[config.mk]
export PLATFORM = sky130hd
export DESIGN_NAME = matrix_rm_driver
export DESIGN_NICKNAME = d
export VERILOG_FILES = /design/src/rtl/matrix_rm_driver.sv
export SDC_FILE = /design/constraint.sdc
export NUM_CORES = 1
export LEC_CHECK = 0
export ABC_AREA = 1
export CORE_AREA = 2 2 102 104
export DETAILED_ROUTE_END_ITERATION = 16
export DIE_AREA = 0 0 104 106
export PLACE_DENSITY_LB_ADDON = 0.25
export SLEW_MARGIN = 25
export SYNTH_ARGS = -nofsm -noshare
export SYNTH_HDL_FRONTEND = slang
export SYNTH_SLANG_ARGS = --single-unit
[constraint.sdc]
create_clock -name clk -period 4.45 [get_ports clk]
set_clock_uncertainty 0.15 [all_clocks]
set_input_delay 1.1125 -clock clk [delete_from_list [all_inputs] [get_ports clk]]
set_output_delay 1.1125 -clock clk [all_outputs]
set_load 0.02 [all_outputs]
[src/rtl/matrix_rm_driver.sv]
// Static-side byte-stream driver for the reconfigurable 2x2 matrix partition:
// loads A and B operands, waits for the RM to settle, then streams Res back out.
module matrix_rm_driver #(
  parameter int SETTLE_CYCLES = 2
) (
  input  logic        clk,
  input  logic        rst,
  input  logic [7:0]  in_data,
  input  logic        in_valid,
  output logic        in_ready,
  output logic [7:0]  out_data,
  output logic        out_valid,
  input  logic        out_ready,
  output logic [31:0] rm_a,
  output logic [31:0] rm_b,
  input  logic [31:0] rm_res,
  input  logic        rm_decouple,
  output logic        busy
);

  typedef enum logic [1:0] {
    LOAD_A = 2'd0,
    LOAD_B = 2'd1,
    SETTLE = 2'd2,
    SEND   = 2'd3
  } state_t;

  localparam logic [3:0] SCNT_LAST = 4'(SETTLE_CYCLES - 1);

  state_t      r_state;
  state_t      w_next;
  logic [1:0]  r_idx;
  logic [3:0]  r_scnt;
  logic [31:0] r_rmA;
  logic [31:0] r_rmB;
  logic [31:0] r_res;

  logic        w_load;
  logic        w_inXfer;
  logic        w_outXfer;
  logic        w_lastByte;
  logic        w_settleDone;
  logic [4:0]  w_lane;

  // Byte 0 is the most significant lane, so lane offset is (3 - idx) * 8.
  assign w_lane       = {~r_idx, 3'b000};
  assign w_load       = (r_state == LOAD_A) || (r_state == LOAD_B);
  assign w_lastByte   = (r_idx == 2'd3);
  assign w_inXfer     = in_ready && in_valid;
  assign w_outXfer    = out_valid && out_ready;
  assign w_settleDone = (r_state == SETTLE) && !rm_decouple && (r_scnt == SCNT_LAST);

  assign in_ready  = w_load && !rst;
  assign out_valid = (r_state == SEND);
  assign out_data  = out_valid ? r_res[w_lane +: 8] : 8'h00;
  assign rm_a      = r_rmA;
  assign rm_b      = r_rmB;
  assign busy      = (r_state != LOAD_A) || (r_idx != 2'd0);

  always_ff @(posedge clk or posedge rst) begin
    if (rst) begin
      r_state <= LOAD_A;
    end else begin
      r_state <= w_next;
    end
  end

  always_comb begin
    w_next = r_state;
    case (r_state)
      LOAD_A: if (w_inXfer && w_lastByte) w_next = LOAD_B;
      LOAD_B: if (w_inXfer && w_lastByte) w_next = SETTLE;
      SETTLE: if (w_settleDone) w_next = SEND;
      SEND:   if (w_outXfer && w_lastByte) w_next = LOAD_A;
      default: w_next = LOAD_A;
    endcase
  end

  // idx wraps 3 -> 0 naturally, which is the clear at the end of each phase.
  always_ff @(posedge clk or posedge rst) begin
    if (rst) begin
      r_idx  <= 2'd0;
      r_scnt <= 4'd0;
      r_rmA  <= 32'h0;
      r_rmB  <= 32'h0;
      r_res  <= 32'h0;
    end else begin
      case (r_state)
        LOAD_A: begin
          if (w_inXfer) begin
            r_rmA[w_lane +: 8] <= in_data;
            r_idx              <= r_idx + 2'd1;
          end
        end
        LOAD_B: begin
          if (w_inXfer) begin
            r_rmB[w_lane +: 8] <= in_data;
            r_idx              <= r_idx + 2'd1;
            if (w_lastByte) r_scnt <= 4'd0;
          end
        end
        SETTLE: begin
          if (rm_decouple) begin
            r_scnt <= 4'd0;
          end else if (r_scnt == SCNT_LAST) begin
            r_res <= rm_res;
            r_idx <= 2'd0;
          end else begin
            r_scnt <= r_scnt + 4'd1;
          end
        end
        SEND: begin
          if (w_outXfer) r_idx <= r_idx + 2'd1;
        end
        default: r_idx <= 2'd0;
      endcase
    end
  end

endmodule

---- Word level (Yosys, flattened, before mapping) ----
Cells that the tools add are included.
W data, S select, Z words.
word-level totals
  bits in registers ....................... 104
  input port bits ......................... 45
  output and inout port bits .............. 75
  logic and storage cells ................. 70
operators by class
  add/subtract/negate cells ............... 3
  equal/unequal tests ..................... 16
  shift-type cells ........................ 3
  multiplexer cells ....................... 18
  bitwise operators ....................... 2
  reductions and logical operators ........ 22
operators with widths
  operator                  number
  $bwmux W32                2
  $shift A8 B7 Y32 const A  1
  $shiftx A32 B6 Y8         1
  $shiftx A8 B7 Y32         1
  $mux W2                   8
  $mux W4                   4
  $ne A2 B1 Y1 const B      6
  $reduce_and A4 Y1         3
  $mux W8                   1
  $ne A2 B2 Y1 const B      4
  $pmux W2 S4               1
  $pmux W4 S2               1
  $logic_and A1 B1 Y1       7
  $neg A5 Y7                1
  $eq A2 B2 Y1 const B      3
  $pmux W2 S3               1
  $reduce_bool A2 Y1        3
  $add A4 B1 Y4 const B     1
  $eq A4 B1 Y1 const B      1
  $reduce_and A2 Y1         2
  $ne A3 B3 Y1 const B      1
  $reduce_and A3 Y1         1
  $add A2 B1 Y2 const B     1
  $eq A2 B1 Y1 const B      1
  6 further kinds           8

---- Longest topological paths before layout ----
Gate-level depths: netlist (run 1).
  depth after elaboration ................. 7
  mapped depth ............................ 10
  depth with buffers taken out ............ 9

---- Least setup slack after synthesis (run 1) ----
Ideal clock, no wire load.
  path type ............................... input port to flip-flop
  start point ............................. input rst
  end point ............................... register r_rmA[10], in the netlist rm_a[10]
  library setup time ...................... 0.121 ns
  arrival time ............................ 4.203 ns
  required time ........................... 4.179 ns
  setup slack ............................. -0.023 ns
  stages .................................. 7
  path buffers ............................ 1
  path through ............................ inv_1 nand3_4 nor2_4 nand2_2 buf_6 nand2_1 o21ai_2
between the ends
  word-level cells in the longest chain between the ends .. 4
ends and longest elaborated chain
  what                           RTL line  source
  start, declared                7         input logic rst,
  $logic_not A1 Y1 (no line)     --
  $logic_and A1 B1 Y1            53        assign in_ready = w_load && !rst;
  $logic_and A1 B1 Y1            49        assign w_inXfer = in_ready && in_valid;
  $reduce_and A2 Y1 (no line)    --
  end signal, assigned by index  91        r_rmA[w_lane +: 8] <= in_data;
  end, declared                  34        logic [31:0] r_rmA;
Every way passes these cells.
A chain may end at the register's enable or synchronous reset.

---- Worst setup path after layout (run 1) ----
  start point ............................. register r_idx[0]
  end point ............................... output busy
between the ends
  word-level cells in the longest chain between the ends .. 2
ends and longest elaborated chain
  what                    RTL line  source
  start, declared         32        logic [1:0] r_idx;
  start signal, assigned  92        r_idx <= r_idx + 2'd1;
  start signal, assigned  98        r_idx <= r_idx + 2'd1;
  start signal, assigned  113       if (w_outXfer) r_idx <= r_idx + 2'd1;
  $reduce_bool A2 Y1      58        assign busy = (r_state != LOAD_A) || (r_idx != 2'd0);
  $logic_or A1 B1 Y1      58
  end, declared           18        output logic busy
Every way passes these cells.

==> results of run 1 <==
## path summary, 6_finish.rpt
check	startpoint	cells past startpoint	end	slack, ns
setup / recovery	r_idx[0]	4	busy	0.55
hold / removal	r_res[28]	2	r_res[28]	0.33
setup reg to reg	r_idx[0]	6	rm_b[21]	1.67
hold reg to reg	r_res[28]	2	r_res[28]	0.33
max in group asynchronous	rst	4	rm_a[11]	2.01
min in group asynchronous	rst	2	rm_a[3]	1.08
## registers in the layout, summed over array words and instances, names as in the netlist
name     cells
r_res       32
rm_a        32
rm_b        32
r_scnt       4
r_idx        2
r_state      2
## worst register-to-register path, cell delays in order (launching register included)
cell and delay [ns]:
dfrtp_2 1.00, inv_1 0.26, ha_1 0.45, inv_1 0.12
nor2_4 0.30, nand3_1 0.23, o21ai_2 0.22
## per-stage QoR
| step | std cells | cell area (sq um) | total power [mW] | hold slack (ns) |
|---|---|---|---|---|
| after floorplan | 537 | 4880 | 2.60 | 0.287 |
| after global placement | 771 | 6080 | 3.23 | 0.300 |
| after detailed placement | 771 | 6080 | 3.28 | 0.305 |
| after CTS | 786 | 6280 | 3.89 | 0.328 |
| after global routing | 787 | 6310 | 4.13 | 0.350 |
| final | 787 | 6310 | 3.87 | 0.327 |
## metal layers
metal,track usage,vias to the layer above
li1,-,1948
met1,0.275,1891
met2,0.350,117
met3,0.0399,9
met4,0.0714,0
met5,0,-
## cells in the mapped netlist (10+ instances only)
cell / n
dfrtp_1: 104
o21ai_2: 49
nor2_1: 18
ha_1: 11
buf_6: 10
inv_1: 38
nand2_1: 178
o21ai_1: 15
nand3_1: 24
a21oi_1: 19
o21ai_0: 27
## where the power goes
part | leakage [nW] | internal, mW | total (mW) | switching (mW)
sequential | 1.37 | 1.27 | 1.53 | 0.266
clock | 0.101 | 0.267 | 0.607 | 0.340
combinational | 1.36 | 0.716 | 1.73 | 1.01
total | 2.83 | 2.25 | 3.87 | 1.62
## cells by family after synthesis
group | synth area share
AND/OR/NAND/NOR | 0.206
XOR/XNOR | 0.00180
adder cells (fa/ha/maj) | 0.0282
AO/OA/AOI/OAI | 0.163
flip-flops | 0.534
buffers and inverters | 0.0672
## cell usage in the layout, fill, tap and decap left out, drive strengths merged
master / netlist / layout
nand2: 187 / 187
ha: 11 / 11
xnor2: 1 / 1
a21oi: 19 / 19
or2: 1 / 1
clkdlybuf4s50: 0 / 119
buf: 20 / 3
nor2: 23 / 23
inv: 40 / 43
clkbuf: 3 / 9
o21ai: 91 / 91
clkinv: 1 / 2
clkinvlp: 0 / 1
dfrtp: 104 / 104
o211ai: 8 / 8
nand4: 3 / 3
bufinv: 0 / 1
nand3: 25 / 25
## area by class of cell
class | instances | area, sq um | share of cell area
clock inverter | 6 | 73.8 | 0.0117
tap | 136 | 170 | 0.0270
inverter | 41 | 158 | 0.0250
timing repair buffer | 122 | 1230 | 0.196
multi-input combinational | 369 | 1950 | 0.309
clock buffer | 9 | 124 | 0.0196
sequential | 104 | 2600 | 0.413
==> summary.md, run 1 <==
| Metric | Value |
|---|---|
| Status | `complete, no violations` |
| Setup-failing EPs final | `0` |
| Routability Congestion | `0.797` |
| Setup slack after layout | `0.546 ns` |
| Unrepaired setup endpoints after global routing | `no` |
| Max layer used | `met4` |
| Routed wire length | `11.3 mm` |
| Synth area leaders | `dfrtp_1 53%, nand2_1 14%, o21ai_2 8.8%` |
| Hold Path Class | `reg2reg` |
| Initial antenna violation count | `0` |
| Req. time, crit path | `~3.2 ns` |
| Max Cap Viol | `0` |
| DP HPWL | `8.16 mm` |
| Rows | `37` |
| Hold Vio Cnt, Final | `0` |
| Largest net degree at the start of global routing | `75` |
| Measured slew at the worst slew-check pin | `0.940 ns` |
| Setup TNS | `0 ns` |
| CTS Root Buffer Type | `clkbuf_8` |
| IO buf count | `around 120` |
| Clock sinks | `104` |
| Routed length per instance | `roughly 14 um` |
| Register area share after synthesis | `0.534` |
| Gr ovfl total | `0` |
| Worst slack, placed | `about 0.85 ns` |
| Yosys reg bits | `104` |
| Synthesized cell area | `~0.0049 sq mm` |
| Post-synth EDFFs | `0` |
| Slew Limit Fails | `0` |
| Power Dens Cells | `613 mW/mm^2` |
| Met2 routed WL | `5.71 mm` |
| Vias in the first global route | `3873` |
| Setup CP Type | `reg2out` |
| Die width | `about 100 um` |
| Synth area leader | `dfrtp_1` |
| Static Leakage | `2.83 nW` |
| FMAX | `roughly 260 MHz` |
| Gate Count Post-Synth | `537` |
| Core area | `roughly 0.01 sq mm` |
| Diode count | `0` |
| Period utilisation layout | `0.877` |
| Starting Density | `0.488` |
| Final antenna-violating net count | `0` |
| Largest stage delay on the critical path | `1.00 ns` |
| CTS Buffer Depth | `2` |
| Slowest-stage cell, CP | `dfrtp_2` |
| Top-area cell type share of the netlist area | `0.534` |
| Top_reg_cell synth | `dfrtp_1` |
| H-tree depth | `3` |
| Via count | `3965` |
| DIE HEIGHT | `~110 um` |
| Iter 0 DRT Violations | `125` |
| Reg clk slew, reported paths | `0.09 ns` |
| Cts bufs inserted | `9` |
| Hold-fix buffers, CTS | `0` |
| Crit start category | `flip-flop` |
| Final #Nets | `703` |
| Warnings from Yosys | `0` |
| Global-route wire length before repair | `18.6 mm` |
| DR DRC count | `0` |
| CP Capture Type | `output port` |
| Filler instances | `898` |
| Syn Area/Cell | `9.08 sq um` |
| Unique cell type count in the Yosys netlist | `26` |
| Syn Nets | `593` |
| Die ar. | `0.0110 sq mm` |
| Post-CTS Setup Repair Bufs | `0` |
| Via density | `5.04` |
| Peak supply drop | `238 uV` |
| DRT Pass-1 Iters | `5` |
| TritonCTS clock tree | `yes` |
| CP Data Arrival Time | `between 2 and 3 ns` |
| Global-route usage over all layers | `0.209` |
| Synth-to-layout area growth | `29.4%` |
| Clk_lat worst skew | `0.36 ns` |
| CP Buf/Inv Count | `2` |
| Fin util | `0.631` |
| Worst slew margin | `0.374` |
| Worst-path fanout max | `60` |
| Met3 wire length | `594 um` |
| Asr flop ratio synth | `1.00` |
| Final min period | `3.90 ns` |
| Delay-heaviest family, CP | `flip-flops` |
| Layout cell share with drive strength beyond 1 | `0.134` |
| IO Pins | `120` |
| Crit-path cells | `inv_1 > ha_1 > nand2_1 > clkdlybuf4s50_1` |
| WL met1 | `a little under 5 mm` |
| CTS resizes | `0` |
Power figures use the tool's default switching activity.
==> run 2, diff against run 1 <==
- ABC_CLOCK_PERIOD_IN_PS: default -> 4450
- CTS_CLUSTER_DIAMETER: default -> 80
==> results of run 2 <==
The final DEF is identical to that of run 1; final timing and power are the same.
